$ cat config.mk
export PLATFORM = sky130hd
export DESIGN_NAME = segment_capture
export DESIGN_NICKNAME = d
export VERILOG_FILES = /design/src/rtl/segcap_pkg.sv /design/src/rtl/seg7_decode.sv /design/src/rtl/segment_capture.sv
export SDC_FILE = /design/constraint.sdc
export NUM_CORES = 1
export LEC_CHECK = 0
export CORE_ASPECT_RATIO = 0.9
export CORE_UTILIZATION = 45
export DETAILED_ROUTE_END_ITERATION = 7
export PLACE_DENSITY_LB_ADDON = 0.08
export SETUP_SLACK_MARGIN = 0.4
export SLEW_MARGIN = 40
export SYNTH_ARGS = -nofsm -noshare
export SYNTH_HDL_FRONTEND = slang
export SYNTH_SLANG_ARGS = --single-unit
$ cat constraint.sdc
create_clock -name clock -period 6.65 [get_ports clock]
set_input_delay 0.665 -clock clock [delete_from_list [all_inputs] [get_ports clock]]
set_output_delay 0.665 -clock clock [all_outputs]
set_load 0.02 [all_outputs]
$ cat src/rtl/segcap_pkg.sv
// Shared constants for the 7-segment capture block: glyph codes (gfedcba),
// digit count and the frame-assembly FSM state encoding.
package segcap_pkg;

  localparam int DIGITS = 4;

  localparam logic [6:0] GLYPH_0     = 7'h3F;
  localparam logic [6:0] GLYPH_1     = 7'h06;
  localparam logic [6:0] GLYPH_2     = 7'h5B;
  localparam logic [6:0] GLYPH_3     = 7'h4F;
  localparam logic [6:0] GLYPH_4     = 7'h66;
  localparam logic [6:0] GLYPH_5     = 7'h6D;
  localparam logic [6:0] GLYPH_6     = 7'h7D;
  localparam logic [6:0] GLYPH_7     = 7'h07;
  localparam logic [6:0] GLYPH_8     = 7'h7F;
  localparam logic [6:0] GLYPH_9     = 7'h6F;
  localparam logic [6:0] GLYPH_A     = 7'h77;
  localparam logic [6:0] GLYPH_B     = 7'h7C;
  localparam logic [6:0] GLYPH_C     = 7'h39;
  localparam logic [6:0] GLYPH_D     = 7'h5E;
  localparam logic [6:0] GLYPH_E     = 7'h79;
  localparam logic [6:0] GLYPH_F     = 7'h71;
  localparam logic [6:0] GLYPH_BLANK = 7'h00;

  typedef enum logic [1:0] {
    ST_IDLE    = 2'd0,
    ST_COLLECT = 2'd1,
    ST_PUBLISH = 2'd2
  } state_t;

endpackage

$ cat src/rtl/seg7_decode.sv
// Combinational glyph decoder: 7-segment pattern -> {valid, blank, nibble}.
// The all-off pattern is a legal blank digit (nibble 0, blank 1).
module seg7_decode
  import segcap_pkg::*;
(
  input  logic [6:0] glyph,
  output logic       valid,
  output logic       blank,
  output logic [3:0] nibble
);

  // table lookup; anything not in the table is flagged invalid
  always_comb begin
    valid  = 1'b1;
    blank  = 1'b0;
    nibble = 4'h0;
    case (glyph)
      GLYPH_0:     nibble = 4'h0;
      GLYPH_1:     nibble = 4'h1;
      GLYPH_2:     nibble = 4'h2;
      GLYPH_3:     nibble = 4'h3;
      GLYPH_4:     nibble = 4'h4;
      GLYPH_5:     nibble = 4'h5;
      GLYPH_6:     nibble = 4'h6;
      GLYPH_7:     nibble = 4'h7;
      GLYPH_8:     nibble = 4'h8;
      GLYPH_9:     nibble = 4'h9;
      GLYPH_A:     nibble = 4'hA;
      GLYPH_B:     nibble = 4'hB;
      GLYPH_C:     nibble = 4'hC;
      GLYPH_D:     nibble = 4'hD;
      GLYPH_E:     nibble = 4'hE;
      GLYPH_F:     nibble = 4'hF;
      GLYPH_BLANK: blank  = 1'b1;
      default:     valid  = 1'b0;
    endcase
  end

endmodule

$ cat src/rtl/segment_capture.sv
// Receive side of a multiplexed 4-digit 7-segment display. Inputs are
// registered, debounced by a stability counter, decoded and assembled into
// frames. Optional frame watchdog: define SEGCAP_TIMEOUT_EN.
// Interface contract: there is no handshake; each output pulse is one cycle
// wide, and data_out/blank_out already hold the new frame in the cycle
// frame_valid is high.
module segment_capture
  import segcap_pkg::*;
#(
  parameter int STABLE_CYCLES  = 4,
  parameter int TIMEOUT_CYCLES = 65536
) (
  input  logic        clock,
  input  logic        reset,
  input  logic [6:0]  segment,
  input  logic [3:0]  digit_sel,
  output logic [15:0] data_out,
  output logic [3:0]  blank_out,
  output logic        frame_valid,
  output logic        err_pattern,
  output logic        err_select,
  output logic        timeout
);

  localparam int CW = $clog2(STABLE_CYCLES + 1);
  localparam logic [CW-1:0] CNT_MAX  = CW'(STABLE_CYCLES);
  localparam logic [CW-1:0] CNT_LAST = CW'(STABLE_CYCLES - 1);

  logic [6:0]    seg_q;
  logic [3:0]    sel_q;
  logic [CW-1:0] stable_cnt;
  logic          match, accept;

  state_t        state, state_d;
  logic [3:0]    mask, mask_d, mask_base;
  logic [15:0]   shd_data, shd_data_d;
  logic [3:0]    shd_blank, shd_blank_d;

  logic          dec_valid, dec_blank;
  logic [3:0]    dec_nibble;
  logic          acc_valid, acc_sel_err, acc_pat_err;
  logic          wd_expire;

  assign match  = (segment == seg_q) && (digit_sel == sel_q);
  // one accept per stable period: only the step into saturation fires
  assign accept = match && (stable_cnt == CNT_LAST);

  // input sampling and stability counter
  always_ff @(posedge clock) begin
    if (reset) begin
      seg_q      <= '0;
      sel_q      <= '0;
      stable_cnt <= '0;
    end else begin
      seg_q <= segment;
      sel_q <= digit_sel;
      if (!match)
        stable_cnt <= '0;
      else if (stable_cnt != CNT_MAX)
        stable_cnt <= stable_cnt + CW'(1);
    end
  end

  seg7_decode u_decode (
    .glyph  (seg_q),
    .valid  (dec_valid),
    .blank  (dec_blank),
    .nibble (dec_nibble)
  );

  // select errors take priority over glyph errors; a blanking gap is ignored
  assign acc_sel_err = accept && (sel_q != 4'h0) && !$onehot(sel_q);
  assign acc_pat_err = accept && $onehot(sel_q) && !dec_valid;
  assign acc_valid   = accept && $onehot(sel_q) && dec_valid;

  // the mask is already clear while publishing, so an accept then starts a new frame
  assign mask_base = (state == ST_PUBLISH) ? 4'h0 : mask;

  // next-state, mask and shadow update
  always_comb begin
    state_d     = state;
    mask_d      = mask_base;
    shd_data_d  = shd_data;
    shd_blank_d = shd_blank;
    if (acc_sel_err || acc_pat_err) begin
      mask_d  = 4'h0;
      state_d = ST_IDLE;
    end else if (acc_valid) begin
      for (int i = 0; i < DIGITS; i++) begin
        if (sel_q[i]) begin
          shd_data_d[i*4 +: 4] = dec_nibble;
          shd_blank_d[i]       = dec_blank;
        end
      end
      mask_d  = mask_base | sel_q;
      state_d = (mask_d == 4'hF) ? ST_PUBLISH : ST_COLLECT;
    end else if (wd_expire) begin
      mask_d  = 4'h0;
      state_d = ST_IDLE;
    end else if (state == ST_PUBLISH) begin
      state_d = ST_IDLE;
    end
  end

  // state, shadow and output registers; the frame is copied out on entry to PUBLISH
  always_ff @(posedge clock) begin
    if (reset) begin
      state       <= ST_IDLE;
      mask        <= 4'h0;
      shd_data    <= '0;
      shd_blank   <= '0;
      data_out    <= '0;
      blank_out   <= '0;
      frame_valid <= 1'b0;
      err_pattern <= 1'b0;
      err_select  <= 1'b0;
    end else begin
      state       <= state_d;
      mask        <= (state_d == ST_PUBLISH) ? 4'h0 : mask_d;
      shd_data    <= shd_data_d;
      shd_blank   <= shd_blank_d;
      frame_valid <= (state_d == ST_PUBLISH);
      err_pattern <= acc_pat_err;
      err_select  <= acc_sel_err;
      if (state_d == ST_PUBLISH) begin
        data_out  <= shd_data_d;
        blank_out <= shd_blank_d;
      end
    end
  end

`ifdef SEGCAP_TIMEOUT_EN
  localparam logic [16:0] WD_LAST = 17'(TIMEOUT_CYCLES - 1);
  logic [16:0] wd_cnt;

  assign wd_expire = (state == ST_COLLECT) && (wd_cnt == WD_LAST);

  // watchdog: counts time spent in COLLECT, restarted by every valid digit
  always_ff @(posedge clock) begin
    if (reset || state != ST_COLLECT || acc_valid)
      wd_cnt <= '0;
    else
      wd_cnt <= wd_cnt + 17'd1;
  end

  // timeout pulse only when the watchdog actually abandoned the frame
  always_ff @(posedge clock) begin
    if (reset)
      timeout <= 1'b0;
    else
      timeout <= wd_expire && !acc_valid && !acc_sel_err && !acc_pat_err;
  end
`else
  logic unused_timeout_cfg;
  assign unused_timeout_cfg = ^(32'(TIMEOUT_CYCLES));
  assign wd_expire = 1'b0;
  assign timeout   = 1'b0;
`endif

endmodule

**After elaboration in Yosys (flattened, before gate mapping)**

Cells that the tools add are included.

- Flip-flop bits (word level): 63
- Input bits: 13
- Output and inout bits: 24
- Word-level logic and storage cells: 78

- Add/sub/neg operators: 4
- Equality and inequality tests: 24
- Multiplexer cells: 21
- Bitwise operators: 2
- Reduce and logical (&&, ||, !) cells: 15

Operator list:

| cell | count |
|---|---|
| $eq 7x7->1 const B | 12 |
| $pmux 4 s15 | 1 |
| $mux 16 | 2 |
| $mux 4 | 8 |
| $reduce_or 17->1 | 1 |
| $eq 7x3->1 const B | 2 |
| $eq 7x6->1 const B | 2 |
| $mux 2 | 4 |
| $eq 7x7->1 | 1 |
| $logic_and 1x1->1 | 7 |
| $logic_not 7->1 | 1 |
| $mux 1 | 6 |
| $add 1x1->2 | 2 |
| $eq 2x2->1 const B | 2 |
| $eq 4x4->1 | 1 |
| $eq 4x4->1 const B | 1 |
| $or 4x4->4 | 1 |
| $reduce_bool 4->1 | 1 |
| $add 2x2->3 | 1 |
| $add 3x1->3 const B | 1 |
| $eq 3x1->1 const B | 1 |
| $eq 3x2->1 const B | 1 |
| $ne 3x3->1 const B | 1 |
| $reduce_or 3->1 | 1 |
| 4 further kinds | 5 |

**Longest topological paths before layout**

Gate-level depths: netlist of run 1.

- Depth after elaboration: 9
- Depth in mapped cells: 13
- Gate-level depth less buffers: 11

**Cells and area by module**

From an unflattened synthesis of run 1, not the netlist that was laid out.

- Cells, all modules: 319
- Area, all modules: 2999.1 µm²

By module, submodules not included:

| module | instances | cells each | area an instance (µm²) | sequential area each (µm²) |
|---|---|---|---|---|
| segment_capture | 1 | 267 | 2622.5 | 1261.2 |
| seg7_decode | 1 | 52 | 376.6 | 0.0 |

**Least setup slack after synthesis of run 1**

No wires, ideal clock.

- Path type: register to register
- From: reg sel_q[0]
- To: reg data_out[7]
- Setup time: 0.068 ns
- Arrival time: 3.388 ns
- Data required time: 6.582 ns
- Slack: 3.195 ns
- Cell stages (with the launch flop): 13
- Buffers on the path: 1
- Clock period less this slack: 3.455 ns
- Path through: dfxtp_1 clkbuf_1 inv_1 fa_1 inv_1 ha_1 ha_1 nor3b_2 nand2_1 or4_4 a211o_4 or3_4 a21oi_2

- Longest elaborated chain between the ends: 8
- Elaborated cells on any way between the ends: 22
- Classes of those cells: 2 x add/sub; 4 x eq/ne; 5 x mux; 1 x bitwise; 10 x reduce/logical

RTL lines:

| element | line | text |
|---|---|---|
| from (decl) | segment_capture.sv:30 | `logic [3:0] sel_q;` |
| from (signal assigned) | segment_capture.sv:56 | `sel_q <= digit_sel;` |
| $add 1x1->2 (not written as such) or $eq 4x4->1 (tied branches) | n/a |  |
| $add 2x2->3 (not written as such) or $logic_and 1x1->1 (tied branches) | n/a |  |
| $eq 3x1->1 or $logic_and 1x1->1 (tied branches) | n/a |  |
| $logic_and 1x1->1, or another cell as far along | segment_capture.sv:73, segment_capture.sv:74 |  |
| $logic_and 1x1->1, on equally long branches | segment_capture.sv:74, segment_capture.sv:72, segment_capture.sv:73 |  |
| $mux 2 or $logic_or 1x1->1 (tied branches) | segment_capture.sv:88, segment_capture.sv:85 |  |
| $mux 2 | segment_capture.sv:85 | `if (acc_sel_err \|\| acc_pat_err) begin` |
| $eq 2x2->1 | segment_capture.sv:125 | `if (state_d == ST_PUBLISH) begin` |
| to (signal assigned) | segment_capture.sv:126 | `data_out <= shd_data_d;` |
| to (decl) | segment_capture.sv:17 | `output logic [15:0] data_out,` |

Several ways; a longest one is shown, not always the timed one.
A chain may end at the register's enable or synchronous reset.

**Worst setup path after layout of run 1**

- From: reg sel_q[1]
- To: reg blank_out[0]

- Longest elaborated chain between the ends: 8
- Elaborated cells on any way between the ends: 22
- Classes of those cells: 2 x add/sub; 4 x eq/ne; 5 x mux; 1 x bitwise; 10 x reduce/logical

RTL lines:

| element | line | text |
|---|---|---|
| $add 1x1->2 (not written as such) or $eq 4x4->1 (tied branches) | n/a |  |
| $add 2x2->3 (not written as such) or $logic_and 1x1->1 (tied branches) | n/a |  |
| $eq 3x1->1 or $logic_and 1x1->1 (tied branches) | n/a |  |
| $logic_and 1x1->1, or another cell as far along | segment_capture.sv:73, segment_capture.sv:74 |  |
| $logic_and 1x1->1, on equally long branches | segment_capture.sv:74, segment_capture.sv:72, segment_capture.sv:73 |  |
| $mux 2 or $logic_or 1x1->1 (tied branches) | segment_capture.sv:88, segment_capture.sv:85 |  |
| $mux 2 | segment_capture.sv:85 |  |
| $eq 2x2->1 | segment_capture.sv:125 |  |
| to (signal assigned) | segment_capture.sv:127 | `blank_out <= shd_blank_d;` |
| to (decl) | segment_capture.sv:18 | `output logic [3:0] blank_out,` |

Several ways; a longest one is shown, not always the timed one.

==> results of run 1 <==
-- tightest hold or removal path, delay by kind of cell, from the launching register on --
| kind | cells | cell delay, ns |
|---|---|---|
| DFF | 1 | 0.31 |
| AOI/OAI and AO/OA | 1 | 0.05 |
| and+or+nand+nor | 1 | 0.05 |
-- synthesized netlist by cell type, drive strengths merged, types with 2 or more instances --
library cell and instances:
a21o 2, o21ba 3, or4 4, inv 8
xnor2 12, o21ai 10, o211ai 12, nand4 6
nor3b 2, nor4 7, or3 5, nand2 50
dfxtp 63, and2 2, nor2 24, clkbuf 11
a311oi 3, a211o 3, a211oi 7, nand2b 2
nand3b 4, ha 6, buf 15, or3b 2
a21oi 39, nand3 14, nand4bb 2, nor2b 12
or4bb 2, nor3 12, mux2i 6
-- sequential cells by signal, indices dropped and copies added, names as in the netlist --
name / count
data_out: 16
shd_blank: 4
state: 2
seg_q: 7
stable_cnt: 3
frame_valid: 1
err_pattern: 1
sel_q: 4
mask: 4
blank_out: 4
err_select: 1
shd_data: 16
-- logic make-up (layout without fill, tap and decap cells) --
| logic type | after synthesis | count (layout) |
|---|---|---|
| AO/OA/AOI/OAI | 86 | 86 |
| XOR/XNOR | 13 | 13 |
| adder cells (fa/ha/maj) | 8 | 8 |
| buffers and inverters | 34 | 63 |
| flip-flops | 63 | 63 |
| multiplexers | 7 | 7 |
| other | 1 | 1 |
| AND/OR/NAND/NOR | 152 | 152 |
-- through the flow --
| step | power [W] | std cells | hold WS, ns | utilization | instance area, um2 |
|---|---|---|---|---|---|
| 6_report | 0.0008219 | 483 | 0.4523 | 0.5610 | 3774 |
| 5_1_grt | 0.0008490 | 483 | 0.4699 | 0.5610 | 3774 |
| 4_1_cts | 0.0008287 | 483 | 0.4524 | 0.5610 | 3774 |
| 3_5_place_dp | 0.0004552 | 467 | 0.4432 | 0.5279 | 3551 |
| 3_3_place_gp | 0.0004553 | 467 | 0.4394 | 0.5270 | 3545 |
| 2_1_floorplan | 0.0004402 | 364 | 0.4312 | - | 3191 |
-- layout make-up --
cell class / count / area share
Timing Repair Buffer: 39 / 0.09947
Sequential cell: 63 / 0.3342
Clock inverter: 5 / 0.02155
Inverter: 8 / 0.007958
Multi-Input combinational cell: 267 / 0.4695
Clock buffer: 11 / 0.03747
Tap cell: 90 / 0.02984
-- routing by layer --
layer | vias to the layer above | share of wire | track usage
li1 | 1344 | - | -
met1 | 1254 | 0.51 | 0.3107
met2 | 58 | 0.44 | 0.3568
met3 | 8 | 0.039 | 0.04352
met4 | 0 | 0.0089 | 0.07742
met5 | - | 0 | 0
-- path summary, 6_finish.rpt --
check | cells after the start | slack, ns | to
max | 11 | 2.91 | blank_out[0]
min | 2 | 0.45 | data_out[9]
max reg2reg | 11 | 2.91 | blank_out[0]
min reg2reg | 2 | 0.45 | data_out[9]
-- power groups by stage --
stage	clock (W)	sequential, W	combinational (W)
6_report	0.000375	0.000393	0.0000537
5_1_grt	0.000396	0.000395	0.0000585
4_1_cts	0.000382	0.000393	0.0000539
3_5_place_dp	0	0.000402	0.0000534
3_3_place_gp	0	0.000402	0.0000537
2_1_floorplan	0	0.000392	0.0000482
==> run metrics, run 1 <==
pre-CTS WS=2.967 ns; clk sinks=63; crit path cell chain=inv_1, fa_1, inv_1, ha_1, ha_1, nor3b_2, nand2_1, or4_1, nor2_2, nand2_1, a311oi_1; worst hold-check path type=reg -> reg; first-pass GRT wire length=12850 um; Final #Nets=408; critical path class=reg -> reg; Synth Area in Adders=0.03294; cts bufs inserted=9; Root Driver=clkbuf_8; commonest non-fill, non-tap cell in the layout=dfxtp_1; Power Dens Cells=217.8 nW/um2; Setup TNS=0 ns; IO Count=37; RePlAce Congestion=0.8629; total wire length=7796 um; depth of the CTS H-tree=3; final setup vio count=0; Layout fillers=633; register area share after synthesis=0.3953; CP max FO=9; final worst-path cycle share=0.5620; status=finished clean; Mapped Area=3191 um2; grt ovf=0; Placeable Area=6726 um2; number of placement rows=28; port bufs=35; Synth Register Bits=63; Simple-Gate Fraction of Synth Area=0.2596; f_max=0.2676 GHz; Synthesized Nets=384; Critical Path Start Type=flop; total track usage=0.2261; largest net degree at the start of global routing=59; combinational power share=0.065; vias in the first global route=2470; reg2reg start=sel_q[1]; Bufs and invs on worst path=2; via count=2664; worst-margin pin slew=0.7930 ns; Switching Share=0.2376; Ys Warns=0; die area=7431 um2; Critical Path Max Stage Delay=0.73 ns; delay-heaviest family, CP=simple AND/OR/NAND/NOR gates; CP max stage cell=or4_1; Synth Flop Type=dfxtp_1; Post-DRT Antenna Nets=0; Clock power frac=0.456; largest family of logic cells by synthesized area=simple AND/OR/NAND/NOR gates; Die X-Extent=90.76 um; Detailed Routing Iterations Pass 1=4; Max-cap violations=0; area delta synth->final=18.27%; nature of the critical path endpoint=flop; Antenna Cells=0; initial core utilization=0.4743; top cell type's share of synthesized area=0.3953; Clock Latency Late Sink=0.35 ns; CTS tree=yes; peak supply drop=0.1189 mV; Rel. slew slack=0.4694; Power Internal=0.0006266 W; Post-CTS Setup Bufs=0; Critical Path AT=4.00 ns; unrepaired setup endpoints after global routing=false; Detail Placement HPWL=5402 um; final clock skew=0.005779 ns; Compound-Gate Fraction of Synth Area=0.1945; Reg area=1261 um2; Synth async-reset ratio=0; post-synthesis xor/xnor area fraction=0.04275; cts hold-fix bufs=0; Syn Area/Cell=8.765 um2; Max Root-Sink Buffers=2; mux cell area share after synthesis=0.02235; Reg clk slew, reported paths=0.07 ns; minimum clock period=3.737 ns; layout cell share with drive strength beyond 1=0.1196; average wire per standard cell=16.14 um; final hold viol count=0; HP Start=data_out[9]; Final Max Tran Viols=0; Multi-input gate area=1772 um2; Pleak=1.237 nW; Final Worst Setup Slack=2.913 ns; commonest cells after routing, fill and taps aside=63 x dfxtp_1, 50 x nand2_1, 37 x a21oi_1; PostCTS Resize Cnt=0; Vias/cell=5.516; CP Data Required Time=6.91 ns; Die Span Y=81.88 um; Flop pwr share=0.479; DRC viols=0; Netlist cell types=62; switching power=0.0001953 W; top cells by area, synth=dfxtp_1 40%, nand2_1 5.9%, a21oi_1 5.8%; Post-synth EDFFs=0; antenna violations before repair=0; 1st-iter DRT viols=183; Mapped Cells=364; crit path from=sel_q[1]; largest area contributor in the netlist=dfxtp_1
No activity file was read; power rests on OpenSTA's default activity.
==> run 2: changes to the inputs <==
clock period = 3.65 ns   (was 6.65 ns; I/O delays follow)
==> run 2 against run 1 <==
Count of clock-buffer cells in the layout is 1 higher. Non-clock buffer count up 16. Core utilization increased by 2.3 points. Register-to-register slack lost 2.4 ns. Critical path depth unchanged. Total power is 86% higher. Wire length is 2.7% higher. Global-route usage shrank 0.39 points. Combinational power grew 120%. First-iteration DRC count rose by 21%. Sequential power increased by 81%.
==> run metrics, run 2 (synthesis results as in run 1) <==
minimum clock period=3.149 ns (-0.5882 ns); Detail Placement HPWL=5579 um (+3.3%); Setup TNS=0 ns (unchanged); DRC viols=0 (unchanged); Die Span Y=81.88 um (unchanged); RePlAce Congestion=0.8363 (-3.1%); reg2reg start=sel_q[0]; grt ovf=0 (unchanged); f_max=0.3175 GHz (+19%); layout cell share with drive strength beyond 1=0.1691 (+0.04952); IO Count=37 (unchanged); Vias/cell=5.578 (+1.1%); port bufs=35 (unchanged); Power Dens Cells=388.5 nW/um2 (+78%); number of placement rows=28 (unchanged); Detailed Routing Iterations Pass 1=4 (unchanged); 1st-iter DRT viols=222 (+21%); Layout fillers=615 (-2.8%); final clock skew=0.008067 ns (+0.002288 ns); reg2reg path depth=11 (unchanged); Clock Latency Late Sink=0.33 ns (-0.02 ns); final worst-path cycle share=0.8628 (+0.3008); commonest non-fill, non-tap cell in the layout=dfxtp_1; final setup vio count=0 (unchanged); switching power=0.0003433 W (+76%); Root Driver=clkbuf_8; Clock power frac=0.457 (about the same); largest net degree at the start of global routing=33 (-44%); CP max stage cell=or4_4; area delta synth->final=23.10%; nature of the critical path endpoint=flop; CP max FO=5 (-4); combinational power share=0.076 (+0.011); cts hold-fix bufs=0 (unchanged); worst hold slack=0.4520 ns (-0.0003200 ns); total wire length=8008 um (+2.7%); die area=7431 um2 (unchanged); cts bufs inserted=9 (unchanged); total track usage=0.2222 (-0.003878); Power Internal=0.001182 W (+89%); Reg clk slew, reported paths=0.07 ns (about the same); peak supply drop=0.5096 mV (+330%); antenna violations before repair=0 (unchanged); CTS tree=yes; Rel. slew slack=0.4797 (+0.01038); Final #Nets=424 (+3.9%); crit path from=sel_q[0]; largest registers=data_out x16, shd_data x16, seg_q x7; clk sinks=63 (unchanged); unrepaired setup endpoints after global routing=false; Placeable Area=6726 um2 (unchanged); worst hold-check path type=reg -> reg; final hold viol count=0 (unchanged); Critical Path Max Stage Delay=0.55 ns (-0.18 ns); reg2reg end=data_out[7]; critical path class=reg -> reg; Post-DRT Antenna Nets=0 (unchanged); average wire per standard cell=16.08 um (-0.37%); flop-to-flop setup slack=0.50 ns (-2.41 ns); Die X-Extent=90.76 um (unchanged); Setup crit end=data_out[7]; Flop pwr share=0.467 (-0.012); crit path cell chain=inv_4, fa_1, inv_1, ha_1, ha_1, nor3b_2, nand2_2, or4_4, a211o_4, or3_4, a21oi_2; worst-margin pin slew=0.7762 ns (-0.01687 ns); via count=2778 (+4.3%); Pleak=1.331 nW (+7.6%); Antenna Cells=0 (unchanged); CP Data Required Time=3.92 ns (-2.99 ns); Final Max Tran Viols=0 (unchanged); Switching Share=0.2250 (-0.01262); depth of the CTS H-tree=3 (unchanged); status=finished clean; vias in the first global route=2452 (-0.73%); Critical Path Start Type=flop; Max-cap violations=0 (unchanged); Max Root-Sink Buffers=2 (unchanged); initial core utilization=0.4743 (unchanged); Critical Path AT=3.42 ns (-0.58 ns); first-pass GRT wire length=12750 um (-0.80%); most frequent CP cell=ha_1; commonest cells after routing, fill and taps aside=61 x dfxtp_1, 48 x nand2_1, 37 x a21oi_1
==> run 2: cell type report <==
class | instances | area, um2 | share of cell area
multi-input combinational | 267 | 1788 | 0.4552
tap | 90 | 112.6 | 0.02867
clock inverter | 3 | 65.06 | 0.01657
timing repair buffer | 55 | 500.5 | 0.1274
sequential | 63 | 1264 | 0.3218
clock buffer | 12 | 165.2 | 0.04205
inverter | 8 | 32.53 | 0.008283
==> run 2: repair_timing <==
action / CTS / global route
buffers inserted: 6 / 0
resized for setup: 1 / 8
pin swaps: 3 / 5
gates cloned: 0 / 1
setup endpoints to repair: 23 / 25
==> run 2: worst max-delay path, delay by kind of cell (launching register included) <==
family | cells | cell delay [ns]
and+or+nand+nor | 4 | 1.21
AOI/OAI and AO/OA | 2 | 0.44
adders and majority gates | 3 | 0.99
DFF | 1 | 0.35
buffers and inverters | 2 | 0.09
==> run 2: worst min-delay path by stage <==
stage / slack, ns / to / cells past startpoint / startpoint
after global routing: 0.47 / data_out[11] / 2 / data_out[11]
after detailed placement: 0.45 / data_out[11] / 2 / data_out[11]
final: 0.45 / data_out[5] / 2 / data_out[5]
after global placement: 0.44 / shd_data[12] / 2 / shd_data[12]
after CTS: 0.45 / data_out[11] / 2 / data_out[11]
after floorplan: 0.43 / shd_blank[1] / 2 / shd_blank[1]
==> run 2: metrics by stage <==
stage	setup slack [ns]	power (W)	cells	cell area (um2)	utilization
finish	0.5007	0.001526	498	3928	0.5839
CTS	0.4371	0.001533	497	3894	0.5789
global route	0.4106	0.001578	498	3928	0.5839
floorplan	0.4106	0.0008039	364	3206	-
detailed placement	0.2126	0.0008376	476	3615	0.5374
global placement	0.2937	0.0008366	476	3615	0.5374
==> run 2: layer usage <==
metal / vias up / global-route usage / wire length (um)
met5: - / 0 / 0
met4: 0 / 0.05484 / 34
met3: 4 / 0.05093 / 433
met2: 70 / 0.3523 / 3564
met1: 1334 / 0.3064 / 3976
li1: 1370 / - / -
==> run 2: power groups by stage <==
stage	combinational (W)	clock [W]	sequential, W
floorplan	0.0000897	0	0.000714
global placement	0.000109	0	0.000727
detailed placement	0.000110	0	0.000728
CTS	0.000114	0.000707	0.000712
global route	0.000125	0.000739	0.000714
finish	0.000116	0.000697	0.000713
==> run 3: changes to the inputs <==
GPL_TIMING_DRIVEN = 0   (was not set)
HOLD_SLACK_MARGIN = 0.03   (was not set)
SYNTH_HIERARCHICAL = 1   (was not set)
==> run 3 against run 2 <==
Global-route usage fell by 0.26 points. Non-clock buffer count rose by 25. Wire length fell by 11%. Synthesized cell count shrank 12%. Fmax down 2.0%. Sequential power is 2% lower. Clock power grew 9.2%. Via count down 8.2%. Die area down 5.9%. Area after synthesis fell by 6.0%. Critical endpoint is now data_out[13]. Largest power group is now the clock network. Highest routed layer unchanged.
==> run metrics, run 3 <==
Mapped Area=2999 um2 (-6.0%); f_max=0.3112 GHz (-2.0%); Final Worst Setup Slack=0.4364 ns (-0.06430 ns); post-synthesis xor/xnor area fraction=0.04631 (+0.003563); Placeable Area=6284 um2 (-6.6%); Clock Latency Late Sink=0.34 ns (about the same); final worst-path cycle share=0.8804 (+0.01762); first-pass GRT wire length=11530 um (-9.6%); count leader, synth=dfxtp_1; Post-synth top cells=63 x dfxtp_1, 32 x a21oi_1, 26 x nor2_1, 22 x mux2i_1, 21 x a211oi_1; crit path cell chain=buf_6, or4_4, a211oi_2, nor2_1, nand4b_1, nand4bb_4, or4_4, or4_4, buf_8, mux2i_4, a211oi_2; Root Driver=clkbuf_8; DRC viols=0 (unchanged); grt ovf=0 (unchanged); critical path class=reg -> reg; Synth Flop Type=dfxtp_1; Mapped Cells=319 (-12%); unrepaired setup endpoints after global routing=true; non-filler cells, final=475 (-4.6%); RePlAce Congestion=0.8481 (+1.4%); commonest cells after routing, fill and taps aside=54 x dfxtp_1, 35 x clkdlybuf4s50_1, 31 x a21oi_1; clk sinks=63 (unchanged); largest registers=data_out x16, shd_data x16, seg_q x7; Compound-Gate Fraction of Synth Area=0.1523 (-0.04224); Reg clk slew, reported paths=0.07 ns (about the same); Final #Nets=403 (-5.0%); CP max FO=6 (+1); initial core utilization=0.4773 (+0.002969); largest area contributor in the netlist=dfxtp_1; antenna violations before repair=0 (unchanged); number of placement rows=27 (-3.6%); register area share after synthesis=0.4205 (+0.02523); dpl cells=441 (-7.4%); Simple-Gate Fraction of Synth Area=0.2086 (-0.05101); Synthesized Nets=339 (-12%); status=finished clean; worst-margin pin slew=1.004 ns (+0.2278 ns); most frequent CP cell=or4_4; Pleak=1.472 nW (+11%); Critical Path Max Stage Delay=0.50 ns (-0.05 ns); Netlist cell types=49 (-21%); pre-CTS WS=0.1711 ns (-0.04150 ns); Detail Placement HPWL=4711 um (-16%); mux cell area share after synthesis=0.07343 (+0.05107); IO Count=37 (unchanged); Detailed Routing Iterations Pass 1=4 (unchanged); final hold viol count=0 (unchanged); total wire length=7139 um (-11%); Antenna Cells=0 (unchanged); total track usage=0.2196 (-0.002595); Synth Area in Adders=0.03171 (-0.001235); CTS tree=yes; die area=6996 um2 (-5.9%); vias in the first global route=2394 (-2.4%); CP max stage cell=or4_4; Critical Path Start Type=flop; peak supply drop=0.2363 mV (-54%); Max-cap violations=0 (unchanged); Synth async-reset ratio=0 (unchanged); Synth Register Bits=63 (unchanged); largest net degree at the start of global routing=12 (-64%); port bufs=35 (unchanged); CP Data Required Time=3.91 ns (about the same); layout cell share with drive strength beyond 1=0.2448 (+0.07573); Critical Path AT=3.48 ns (+0.06 ns); 1st-iter DRT viols=143 (-36%); via count=2550 (-8.2%); Rel. slew slack=0.3236 (-0.1561); area delta synth->final=35.25%; Final Max Tran Viols=0 (unchanged); top cells by area, synth=dfxtp_1 42%, mux2i_1 7.3%, a21oi_1 5.3%; Die Span Y=79.45 um (-3.0%); Post-DRT Antenna Nets=0 (unchanged); Die X-Extent=88.06 um (-3.0%); Post-synth EDFFs=0 (unchanged); commonest non-fill, non-tap cell in the layout=dfxtp_1; depth of the CTS H-tree=3 (unchanged); Power Dens Cells=398.0 nW/um2 (+2.4%); final setup vio count=0 (unchanged); minimum clock period=3.214 ns (+0.06430 ns); average wire per standard cell=15.03 um (-6.5%); worst hold-check path type=reg -> reg; final clock skew=0.009333 ns (+0.001266 ns); Syn Area/Cell=9.402 um2 (+7.3%); Setup TNS=0 ns (unchanged); cts bufs inserted=9 (unchanged); nature of the critical path endpoint=flop; Max Root-Sink Buffers=2 (unchanged); largest family of logic cells by synthesized area=simple AND/OR/NAND/NOR gates; Ys Warns=6 (+6); Vias/cell=5.368 (-3.8%); top cell type's share of synthesized area=0.4205 (+0.02523)
-- run 3: cell count changes in the layout (fill, tap and decap cells not counted), sizes merged, moves of 4 or more --
cell	before	now
nand3	14	5
o211ai	12	1
a21boi	0	5
nor3	12	0
o21ai	10	3
a21oi	39	32
nand2	50	20
mux2i	6	22
a211oi	7	22
or4	4	12
or3	5	1
buf	21	33
clkbuf	12	23
-- run 3: repair_timing --
| action | 4_1_cts | 5_1_grt |
|---|---|---|
| hold buffers | 0 | 0 |
| setup endpoints to repair | 37 | 36 |
| buffers inserted | 6 | 12 |
| gates resized for setup | 15 | 43 |
| pin swaps | 8 | 18 |
-- run 3: path summary, 6_finish.rpt --
kind	from	endpoint	slack (ns)	cells past startpoint
setup reg to reg	seg_q[5]	data_out[13]	0.44	11
setup / recovery	seg_q[5]	data_out[13]	0.44	11
hold reg to reg	mask[2]	mask[2]	0.46	2
hold / removal	mask[2]	mask[2]	0.46	2
-- run 3: per-layer routing --
layer	global-route usage	vias up	wire, um
met3	0.06515	7	281
li1	-	1261	-
met5	0	-	0
met2	0.3349	52	3401
met4	0.08387	0	63
met1	0.2915	1230	3392
-- run 3: worst max-delay path, delay by kind of cell, from the launching register on --
kind | cells | cell delay [ns]
muxes | 1 | 0.19
DFF | 1 | 0.35
AOI/OAI and AO/OA | 2 | 0.45
and+or+nand+nor | 6 | 1.86
buffers and inverters | 2 | 0.28
-- run 3: final cells by class --
type | count | area [um2]
Fill cell | 548 | 2227
Multi-Input combinational cell | 219 | 1675
Sequential cell | 63 | 1287
Timing Repair Buffer | 53 | 485.5
Buffer | 27 | 203.9
Clock buffer | 11 | 151.4
Tap cell | 87 | 108.9
Clock inverter | 5 | 103.9
Inverter | 10 | 40.04
-- run 3: power by group --
part           switching, W  internal [W]
clock network      0.000270      0.000491
logic             0.0000771     0.0000752
registers        0.00000856      0.000692
total              0.000356       0.00126
-- run 3: cells by family (layout without fill, tap and decap cells) --
logic type | count (synthesis) | after routing
AND/OR/NAND/NOR | 103 | 103
XOR/XNOR | 15 | 15
multiplexers | 22 | 22
AO/OA/AOI/OAI | 71 | 71
adder cells (fa/ha/maj) | 7 | 7
other | 1 | 1
flip-flops | 63 | 63
buffers and inverters | 37 | 106
-- run 3: metrics by stage --
| step | instance area, um2 | hold WS, ns | util | power [W] |
|---|---|---|---|---|
| after floorplan | 2999 | 0.4312 | - | 0.0007980 |
| after global placement | 3458 | 0.4426 | 0.5504 | 0.0008338 |
| after detailed placement | 3458 | 0.4470 | 0.5504 | 0.0008356 |
| after CTS | 3817 | 0.4568 | 0.6075 | 0.001616 |
| after global routing | 4056 | 0.4911 | 0.6456 | 0.001684 |
| final | 4056 | 0.4585 | 0.6456 | 0.001614 |
